**src/rtl/card_dealer.sv**
```systemverilog
// card_dealer: draws cards without replacement from one 52-card deck and
//   delivers each card's blackjack value to the player or dealer hand.
// Latency: a request in IDLE leads to SEARCH (1..52 cycles), then PRESENT
//   (1 cycle), then a one-cycle STROBE. An opening deal repeats this four
//   times, with a GAP cycle between draws.
// Backpressure: none. All requests, including shuffle, are ignored while
//   o_busy is high. Deal and hit requests are dropped when the deck is empty.
//
// Ports:
//   i_clk, i_reset_n     clock (rising edge) and async active-low reset
//   i_shuffle            return all cards to the deck and reload the LFSR
//   i_deal_start         4-card opening deal: player, dealer, player, dealer
//   i_hit_player/dealer  deal a single card to one hand
//   o_new_card           value of the card being delivered; held until the next draw
//   o_add_player/dealer  one-cycle add-card strobes
//   o_busy               high in every state except IDLE
//   o_deck_empty         high when no cards remain
//   o_cards_remaining    number of undealt cards, 0..52
//
// Build option: define STACKED_DECK_EN to bypass the LFSR. Every draw then
// starts its probe at slot 0, so cards come out in index order.

module card_dealer #(
  parameter int         CARD_W    = 5,
  parameter logic [6:0] LFSR_SEED = 7'h5A
) (
  input  logic              i_clk,
  input  logic              i_reset_n,
  input  logic              i_shuffle,
  input  logic              i_deal_start,
  input  logic              i_hit_player,
  input  logic              i_hit_dealer,
  output logic [CARD_W-1:0] o_new_card,
  output logic              o_add_player,
  output logic              o_add_dealer,
  output logic              o_busy,
  output logic              o_deck_empty,
  output logic [5:0]        o_cards_remaining
);

  typedef enum logic [2:0] {
    S_IDLE,
    S_SEARCH,
    S_PRESENT,
    S_STROBE,
    S_GAP
  } state_t;

  state_t              state_q;
  logic [6:0]          lfsr_q;
  logic [51:0]         used_q;
  logic [5:0]          probe_q;
  logic [5:0]          remaining_q;
  logic [CARD_W-1:0]   new_card_q;
  logic                add_player_q;
  logic                add_dealer_q;
  logic                busy_q;
  logic                target_player_q;  // 1: player hand, 0: dealer hand
  logic                is_deal_q;
  logic [1:0]          step_q;

  logic [6:0]          lfsr_d;
  logic [5:0]          start_probe_d;
  logic [5:0]          probe_inc_d;
  logic [CARD_W-1:0]   card_val_d;
  logic                any_draw_req;

  // x^7 + x^6 + 1 Fibonacci LFSR: maximal length, so a nonzero seed never
  // reaches the all-zero lock-up state.
  assign lfsr_d = {lfsr_q[5:0], lfsr_q[6] ^ lfsr_q[5]};

`ifdef STACKED_DECK_EN
  assign start_probe_d = 6'd0;
`else
  // Fold the 64-value LFSR window onto the 52 deck slots.
  assign start_probe_d = (lfsr_q[5:0] >= 6'd52) ? (lfsr_q[5:0] - 6'd52) : lfsr_q[5:0];
`endif

  assign probe_inc_d = (probe_q == 6'd51) ? 6'd0 : (probe_q + 6'd1);

  // Blackjack value of a deck index. The ace counts as 1 here; the hand
  // controller decides whether to promote it to 11.
  function automatic logic [CARD_W-1:0] card_value(input logic [5:0] idx);
    logic [5:0] rank;
    logic [3:0] val;
    if (idx >= 6'd39)      rank = idx - 6'd39;
    else if (idx >= 6'd26) rank = idx - 6'd26;
    else if (idx >= 6'd13) rank = idx - 6'd13;
    else                   rank = idx;
    if (rank == 6'd0)      val = 4'd1;
    else if (rank <= 6'd9) val = rank[3:0] + 4'd1;
    else                   val = 4'd10;
    return CARD_W'(val);
  endfunction

  assign card_val_d   = card_value(probe_q);
  assign any_draw_req = i_deal_start | i_hit_player | i_hit_dealer;

  always_ff @(posedge i_clk or negedge i_reset_n) begin
    if (!i_reset_n) begin
      state_q         <= S_IDLE;
      lfsr_q          <= LFSR_SEED;
      used_q          <= '0;
      probe_q         <= '0;
      remaining_q     <= 6'd52;
      new_card_q      <= '0;
      add_player_q    <= 1'b0;
      add_dealer_q    <= 1'b0;
      busy_q          <= 1'b0;
      target_player_q <= 1'b0;
      is_deal_q       <= 1'b0;
      step_q          <= '0;
    end else begin
      lfsr_q <= lfsr_d;
      case (state_q)
        S_IDLE: begin
          if (i_shuffle) begin
            used_q      <= '0;
            remaining_q <= 6'd52;
            lfsr_q      <= LFSR_SEED;
          end else if (any_draw_req && (remaining_q != 6'd0)) begin
            // Priority is deal > hit player > hit dealer. A deal always
            // starts with the player.
            target_player_q <= i_deal_start | i_hit_player;
            is_deal_q       <= i_deal_start;
            step_q          <= 2'd0;
            probe_q         <= start_probe_d;
            busy_q          <= 1'b1;
            state_q         <= S_SEARCH;
          end
        end

        S_SEARCH: begin
          // Remaining is nonzero on entry, so a free slot always exists
          // within one lap of the deck.
          if (used_q[probe_q]) begin
            probe_q <= probe_inc_d;
          end else begin
            used_q[probe_q] <= 1'b1;
            remaining_q     <= remaining_q - 6'd1;
            new_card_q      <= card_val_d;
            state_q         <= S_PRESENT;
          end
        end

        S_PRESENT: begin
          // The card value has now been stable for a full cycle; raise the
          // strobe so the hand side samples it on the strobe edge.
          add_player_q <= target_player_q;
          add_dealer_q <= ~target_player_q;
          state_q      <= S_STROBE;
        end

        S_STROBE: begin
          add_player_q <= 1'b0;
          add_dealer_q <= 1'b0;
          if (!is_deal_q || (remaining_q == 6'd0)) begin
            // A hit is complete, or the deal is aborted because the deck is empty.
            busy_q  <= 1'b0;
            state_q <= S_IDLE;
          end else begin
            state_q <= S_GAP;
          end
        end

        S_GAP: begin
          if (step_q == 2'd3) begin
            busy_q  <= 1'b0;
            state_q <= S_IDLE;
          end else begin
            step_q          <= step_q + 2'd1;
            target_player_q <= ~target_player_q;
            probe_q         <= start_probe_d;
            state_q         <= S_SEARCH;
          end
        end

        default: begin
          busy_q  <= 1'b0;
          state_q <= S_IDLE;
        end
      endcase
    end
  end

  assign o_new_card        = new_card_q;
  assign o_add_player      = add_player_q;
  assign o_add_dealer      = add_dealer_q;
  assign o_busy            = busy_q;
  assign o_cards_remaining = remaining_q;
  assign o_deck_empty      = (remaining_q == 6'd0);

endmodule
```
**config.mk**
```make
export PLATFORM = sky130hd
export DESIGN_NAME = card_dealer
export DESIGN_NICKNAME = d
export VERILOG_FILES = /design/src/rtl/card_dealer.sv
export SDC_FILE = /design/constraint.sdc
export NUM_CORES = 1
export LEC_CHECK = 0
export CORE_MARGIN = 2
export CORE_UTILIZATION = 58
export CTS_CLUSTER_SIZE = 16
export DETAILED_ROUTE_END_ITERATION = 16
export GPL_ROUTABILITY_DRIVEN = 0
export PLACE_DENSITY = 0.77
export SLEW_MARGIN = 0
export SYNTH_ARGS = -nofsm -noshare
export SYNTH_HDL_FRONTEND = slang
export SYNTH_SLANG_ARGS = --single-unit
```
**constraint.sdc**
```tcl
create_clock -name i_clk -period 7.4 [get_ports i_clk]
set_clock_uncertainty 0.05 [all_clocks]
set_input_delay 1.85 -clock i_clk [delete_from_list [all_inputs] [get_ports i_clk]]
set_output_delay 1.85 -clock i_clk [all_outputs]
set_load 0.005 [all_outputs]
```
==> Word level (Yosys, flattened, before mapping) <==
Index checks and enable logic that the tools add are counted.
{ "op_classes": {"div": 0, "magnitude_cmp": 7, "bitwise_logic": 8, "eq_ne": 14, "multipliers": 0, "shift": 0, "mux": 45, "reduce_logical": 20, "n_addsub": 8} }
{ "ops": {"columns": ["operator", "n"], "rows": [
  ["52-bit two-way mux", 2],
  ["52-bit one-hot mux with 2 select lines", 1],
  ["6-bit two-way mux", 11],
  ["52-bit OR", 1],
  ["6-bit one-hot mux with 3 select lines", 1],
  ["2-bit != test, second input constant", 8],
  ["3-bit one-hot mux with 5 select lines", 1],
  ["7-bit two-way mux", 2],
  ["6-bit greater-or-equal comparator, second input constant", 2],
  ["6-bit logical NOT", 2],
  ["3-bit two-way mux", 4],
  ["6-bit one-hot mux with 2 select lines", 1],
  ["6-bit subtractor, second input constant", 2],
  ["1-bit two-way mux", 10],
  ["5-bit AND reduction", 2],
  ["3-bit AND reduction", 3],
  ["4-bit two-way mux", 2],
  ["6-bit by 7-bit less-than comparator with 1-bit output, second input constant", 1],
  ["6-bit by 1-bit adder with 6-bit output, second input constant", 1],
  ["1-bit binary-select mux with 6-bit select", 1],
  ["1-bit demux with 6-bit select", 1],
  ["3-bit by 2-bit == test with 1-bit output, second input constant", 2],
  ["6-bit == test, second input constant", 1],
  ["6-bit by 1-bit greater-or-equal comparator with 1-bit output, second input constant", 1],
  ["other kinds (28)", 39]
]} }
{ "totals": {"reg_bits": 85, "latch_bits": 0, "mem_count": 0, "out_inout_bits": 15, "ram_bits": 0, "mem_bits_ro": 0, "word_cells": 114} }

==> Depth between registers and ports, before layout <==
Gate-level depths: netlist of run 1.
{ "logic_depth": {"word_depth": 7, "ltp_mapped": 14} }

==> Worst setup path after synthesis of run 1 <==
Ideal clock, no wire load.
{ "synth_timing": {"kind": "in2reg", "from": "in i_shuffle", "to": "reg probe_q[1]", "arrival_time_ps": 3189, "slack_ps": 4036, "setup_time_ps": 125, "stages": 6, "t_required_ps": 7225, "path_cell_list": "nor3_2 -> nor2_1 -> o21a_1 -> or3_1 -> buf_2 -> mux2_4"} }
{ "synth_between": {"elab_chain_len": 2} }
{ "synth_rtl": {"columns": ["element", "line", "rtl"], "rows": [
  ["from (decl)", "29", "input logic i_shuffle,"],
  ["2-bit != test (no line)", null, null],
  ["5-bit AND reduction (no line)", null, null],
  ["to (signal assigned)", "127", "probe_q <= start_probe_d;"],
  ["to (signal assigned)", "137", "probe_q <= probe_inc_d;"],
  ["to (signal assigned)", "173", "probe_q <= start_probe_d;"],
  ["to (decl)", "52", "logic [5:0] probe_q;"]
]} }
No other way between the ends.
A chain may end at the register's enable or synchronous reset.

==> Worst setup path in the final report of run 1 <==
{ "layout_timing": {"from": "reg remaining_q[3], in the netlist o_cards_remaining[3]", "to": "out o_deck_empty"} }
{ "layout_between": {"elab_chain_len": 1} }
{ "layout_rtl": {"columns": ["element", "line", "rtl"], "rows": [
  ["from (decl)", "53", "logic [5:0] remaining_q;"],
  ["from (signal assigned)", "140", "remaining_q <= remaining_q - 6'd1;"],
  ["6-bit logical NOT", "191", "assign o_deck_empty = (remaining_q == 6'd0);"],
  ["to (decl)", "37", "output logic o_deck_empty,"]
]} }
No other way between the ends.

==> results of run 1 <==
cell type report:
cell class              instances  area [µm²]
fillers                       684        2960
clock buffers                  12         155
clock inverters                 4        55.1
multi-input cells             384        2450
flip-flops and latches         85        2140
inverters                      16        60.1
well taps                     105         131
repair buffers                 24         225
power by group through the flow:
stage | clock network, mW | registers, mW | logic, mW
2_1_floorplan | 0 | 0.693 | 1.06
3_3_place_gp | 0 | 0.743 | 1.25
3_5_place_dp | 0 | 0.751 | 1.29
4_1_cts | 0.353 | 0.743 | 1.30
5_1_grt | 0.372 | 0.767 | 1.45
6_report | 0.347 | 0.745 | 1.31
how the worst max path moves through the flow:
stage | depth (start not counted) | start | end | slack (ps)
after floorplan | 6 | i_shuffle | probe_q[1] | 4040
after global placement | 7 | i_deal_start | probe_q[1] | 3440
after detailed placement | 7 | i_deal_start | probe_q[1] | 3380
after CTS | 3 | o_cards_remaining[3] | o_deck_empty | 3580
after global routing | 3 | o_cards_remaining[3] | o_deck_empty | 3510
final | 3 | o_cards_remaining[3] | o_deck_empty | 3600
registers in the layout (all words and copies together) (netlist names):
name / cells
o_busy: 1
o_add_dealer: 1
step_q: 2
state_q: 3
target_player_q: 1
lfsr_q: 7
o_add_player: 1
o_new_card: 4
is_deal_q: 1
used_q: 52
o_cards_remaining: 6
probe_q: 6
metal layers:
layer | wire, µm | track usage, % | vias up
li1 | - | - | 1874
met1 | 4970 | 37.2 | 1984
met2 | 5180 | 41.3 | 159
met3 | 679 | 4.98 | 13
met4 | 112 | 6.79 | 0
met5 | 0 | 0 | -
tightest hold or removal path, stage by stage, from the launching register on:
cell and delay (ps):
dfrtp_1 350, a31oi_1 50, nor2_1 70
cell usage in the layout, fill, tap and decap left out, types with 3 or more instances in the layout:
cell type,n
or3b_2,3
and2_1,3
nand2_1,41
dfstp_2,7
nor3_1,25
xnor2_1,7
mux2i_1,17
nor4_1,4
o41ai_1,3
o31ai_1,4
a31oi_1,35
a41oi_1,8
a22oi_1,4
clkdlybuf4s50_1,18
clkbuf_8,11
nor2_1,87
o22ai_1,3
nand2b_1,11
o21ai_0,15
inv_1,14
ha_1,17
a21oi_1,40
mux4_2,7
buf_4,6
dfrtp_1,78
a211oi_1,4
nor2b_1,7
o211ai_1,3
per-stage QoR:
stage | utilization (%) | power (mW) | setup WS [ps] | cell area, µm² | hold slack, ps
floorplan | - | 1.76 | 4040 | 4860 | 402
global placement | 61.2 | 2.00 | 3440 | 5000 | 418
detailed placement | 61.2 | 2.04 | 3380 | 5000 | 433
CTS | 63.8 | 2.39 | 3580 | 5210 | 446
global route | 63.8 | 2.59 | 3510 | 5210 | 470
finish | 63.8 | 2.40 | 3600 | 5210 | 448
cells by family after synthesis:
logic type,share of synthesized area [%]
AO/OA/AOI/OAI,18.9
AND/OR/NAND/NOR,18.4
flip-flops,44.0
multiplexers,7.29
XOR/XNOR,1.26
buffers and inverters,5.75
other,0.0772
adder cells (fa/ha/maj),4.38
==> flow_summary.yaml, run 1 <==
synthesis:
  synth_fp_nets: 548
  yosys-top-cells-count: "nor2_1, dfrtp_1, nand2_1"
  synth_top_area_cell: "dfrtp_1"
  synth.top_cell.area_share_pct: 40.2
  synth_edf_count: 0
  synth-main-ff-cell: "dfrtp_1"
  synth_seq_cells: 85
  synth_area_um2: 4860
  ys_seq_area_share_pct: 44.0
  synth.area.top_cells: "dfrtp_1, nor2_1, a31oi_1"
  syn_inst: 525
  yosysMostFrequentCell: "nor2_1"
  synth_warnings: 0
  ys_types: 59
  postSynthAreaPerCell_um2: 9.25
  ys_async_sr_fraction_pct: 100
worst_setup_path:
  crit_arrival_ps: 1900
  timing.rr.end: "o_new_card[1]"
  reg2reg_depth: 11
  reg2reg_slack_ps: 3940
  r2r-start: "probe_q[0]"
  path_cells: "nor3_1 > and3b_1 > clkdlybuf4s50_1"
  cp-start-kind: "flip-flop"
  cp_max_fo: 5
  cp_num_buf_inv: 1
  critPathSlowestCell: "clkdlybuf4s50_1"
  end_kind: "primary output"
  cp_data_required_time_ps: 5500
  max_stage_delay_ps: 520
  crit_type: "flip-flop to primary output"
  path_delay_family: "simple AND/OR/NAND/NOR gates"
finish:
  area_growth_pct: 7.37
  antenna_cells: 0
  final_cells: 630
  nNetsFinal: 543
  drive_gt1_share_pct: 8.95
timing:
  layout_worst_path_cycle_share_pct: 51.4
  rsz0062_at_grt: "no"
  setup_viol: 0
  tightest_slew_ps: 1120
  finalHoldViolCount: 0
  slew_headroom_pct: 24.4
  min_period_ps: 3800
  fmax_ghz: 0.263
  slew_viol_final: 0
  fin_tns_setup_ps: 0
pwr:
  power.density_nw_per_um2: 461
  p_comb_share_pct: 54.6
  p_sw_mw: 1.13
  netSwitchingFraction_pct: 47.0
  peakVddDrop_v: 0.000159
  p_leak_nw: 2.30
  pwr-share-seq_pct: 31.0
  p_int_mw: 1.28
  clockPowerShare_pct: 14.4
placement:
  portBuffers: 19
  placed_cells: 614
  hpwlAfterDp_um: 7000
drt:
  firstDrtPassIters: 5
  drcViolationCount: 0
  wl_um: 10900
  detail_route.wl_per_cell_um: 17.4
  vias: 4030
  drt_iter0_markers: 299
  vias_per_cell: 6.40
  ant_nets: 0
clock_network:
  cts_resized: 0
  cts_hold_buf: 0
  root_buffer: "clkbuf_8"
  cts_buffers: 9
  cts_sinks: 85
  clk_pin_slew_ps: 80
  htreeDepth: 3
  clkLatencyLatePin_ps: 370
  clockBufferDepth: 2
  cts_tree: "built"
  post_cts_buffers: 0
floorplan:
  ios: 21
  die_area_um2: 9120
  die_height_um: 95.5
  fp-row-count: 33
  die-width_um: 95.5
  core_area_um2: 8180
  start_util_pct: 59.4
hold_path:
  whs_path_depth: 2
  min_from: "used_q[19]"
  hold_class: "flip-flop to flip-flop"
  hold_path_end: "used_q[19]"
global_routing:
  grt_first_pass_wirelength_um: 18600
  grt_max_degree: 86
  antenna_found_initial: 0
  first_global_vias: 3748
  gr-total-overflow: 0
  grtUsageTotal_pct: 26.1
flow_run:
  maxCapViolations: 0
outcome:
  status: "finished, final reports clean"
(Power assumes the default switching activity.)
==> run 2, diff against run 1 <==
clock period = 4 ns   (was 7.4 ns; I/O delays follow)
==> run 2 against run 1 <==
Against the previous run: first-iteration DRC count is 27% higher; via count is 0.79% higher; combinational power is 88% higher; clock power is 65% higher; register-to-register slack worse by 3500 ps; hold slack better by 1.8 ps; clock-buffer cell count is 2 lower; critical path type is now flip-flop to flip-flop.
==> flow_summary.yaml, run 2 (synthesis gave the netlist of run 1 again) <==
floorplan:
  ios: 21
  core_area_um2: 8180
  die-width_um: 95.5
  die_height_um: 95.5
  die_area_um2: 9120
  start_util_pct: 59.4
  fp-row-count: 33
clock_network:
  post_cts_buffers: 0
  clk_pin_slew_ps: 100
  clockBufferDepth: 2
  clkLatencyLatePin_ps: 370
  cts_sinks: 85
  cts_tree: "built"
  htreeDepth: 3
  cts_hold_buf: 0
  cts_resized: 0
  root_buffer: "clkbuf_8"
  cts_buffers: 9
drt:
  vias: 4062
  vias_per_cell: 6.37
  ant_nets: 0
  drt_iter0_markers: 380
  detail_route.wl_per_cell_um: 17.8
  wl_um: 11300
  drcViolationCount: 0
  firstDrtPassIters: 5
hold_path:
  whs_path_depth: 2
  hold_class: "flip-flop to flip-flop"
finish:
  largest_reg_flops: 52
  largestRegisters: "used_q x52, lfsr_q x7"
  postLayoutCoreUtil_pct: 64.2
  area_growth_pct: 8.09
  drive_gt1_share_pct: 10.5
  top_register: "used_q"
  nNetsFinal: 551
  final_area_um2: 5250
  final_common_cell: "nor2_1"
  layout_common_cells: "nor2_1, dfrtp_1, nand2_1, a21oi_1, a31oi_1"
  antenna_cells: 0
pwr:
  power.density_nw_per_um2: 849
  p_total_mw: 4.46
  peakVddDrop_v: 0.000323
  p_leak_nw: 2.31
timing:
  setup_viol: 0
  slew_viol_final: 0
  layout_worst_path_cycle_share_pct: 88.8
  rsz0062_at_grt: "no"
  min_period_ps: 3550
  finalHoldViolCount: 0
  fin_tns_setup_ps: 0
  slew_headroom_pct: 29.6
  tightest_slew_ps: 1060
  fmax_ghz: 0.282
worst_setup_path:
  end_kind: "flip-flop"
  reg2reg_depth: 10
  cp.depth: 10
  reg2reg_slack_ps: 450
  critPathSlowestCell: "dfrtp_1"
  cp_num_buf_inv: 1
  cp_data_required_time_ps: 4150
  path_delay_family: "compound AO/OA/AOI/OAI gates"
  path_cells: "inv_1 > ha_1 > nand2b_1 > a21oi_1 > o211a_1 > o31ai_1 > ha_1 > o21ai_0 > a21oi_1 > a31oi_1"
  cp_max_fo: 15
  cp-start-kind: "flip-flop"
  max_stage_delay_ps: 730
  crit_arrival_ps: 3700
  crit_type: "flip-flop to flip-flop"
placement:
  hpwlAfterDp_um: 7640
  placed_area_um2: 5060
  portBuffers: 19
global_routing:
  grt_max_degree: 86
  grt_first_pass_wirelength_um: 18900
  gr-total-overflow: 0
  antenna_found_initial: 0
  grtUsageTotal_pct: 27.0
  first_global_vias: 3897
flow_run:
  maxCapViolations: 0
outcome:
  status: "finished, final reports clean"
run 2: changes by cell type in the layout (fill, tap and decap cells not counted):
cell	previous run	this run
buf_4	6	14
bufinv_16	1	0
clkbuf_1	1	0
clkbuf_8	11	10
clkinvlp_4	1	4
run 2: layout make-up:
type / instances / area [µm²]
inverters: 16 / 60.1
multi-input cells: 384 / 2450
clock buffers: 10 / 138
clock inverters: 6 / 47.5
flip-flops and latches: 85 / 2140
fillers: 684 / 2930
repair buffers: 32 / 285
well taps: 105 / 131
run 2: worst paths after layout:
check,start,endpoint
min in group asynchronous,i_reset_n,o_add_dealer
worst max-delay path,probe_q[2],o_new_card[1]
worst min-delay path,o_add_player,o_add_player
worst max register to register,probe_q[2],o_new_card[1]
worst min register to register,o_add_player,o_add_player
max in group asynchronous,i_reset_n,used_q[4]
run 2: tightest hold or removal path, stage by stage (launching register included):
cell and delay (ps):
dfrtp_1 360, nand2_1 50, o21ai_0 60
run 2: through the flow:
step           worst slack, ps  instances  hold WS [ps]
3_5_place_dp               572        622           432
6_report                   448        638           449
5_1_grt                    164        638           473
3_3_place_gp               692        622           416
4_1_cts                    539        638           451
2_1_floorplan              931        525           402
run 2: layer usage:
metal | GRT usage [%] | up-vias | part of all wire (%)
met2 | 42.4 | 183 | 47
met5 | 0 | - | 0
met1 | 36.2 | 1954 | 43
li1 | - | 1886 | -
met3 | 5.06 | 39 | 7.2
met4 | 12.9 | 0 | 3.0
run 2: report_power, final:
| group | internal [mW] | total [mW] | switching (mW) |
|---|---|---|---|
| sequential | 1.13 | 1.42 | 0.295 |
| combinational | 0.951 | 2.46 | 1.51 |
| clock | 0.245 | 0.573 | 0.327 |
| total | 2.32 | 4.46 | 2.13 |
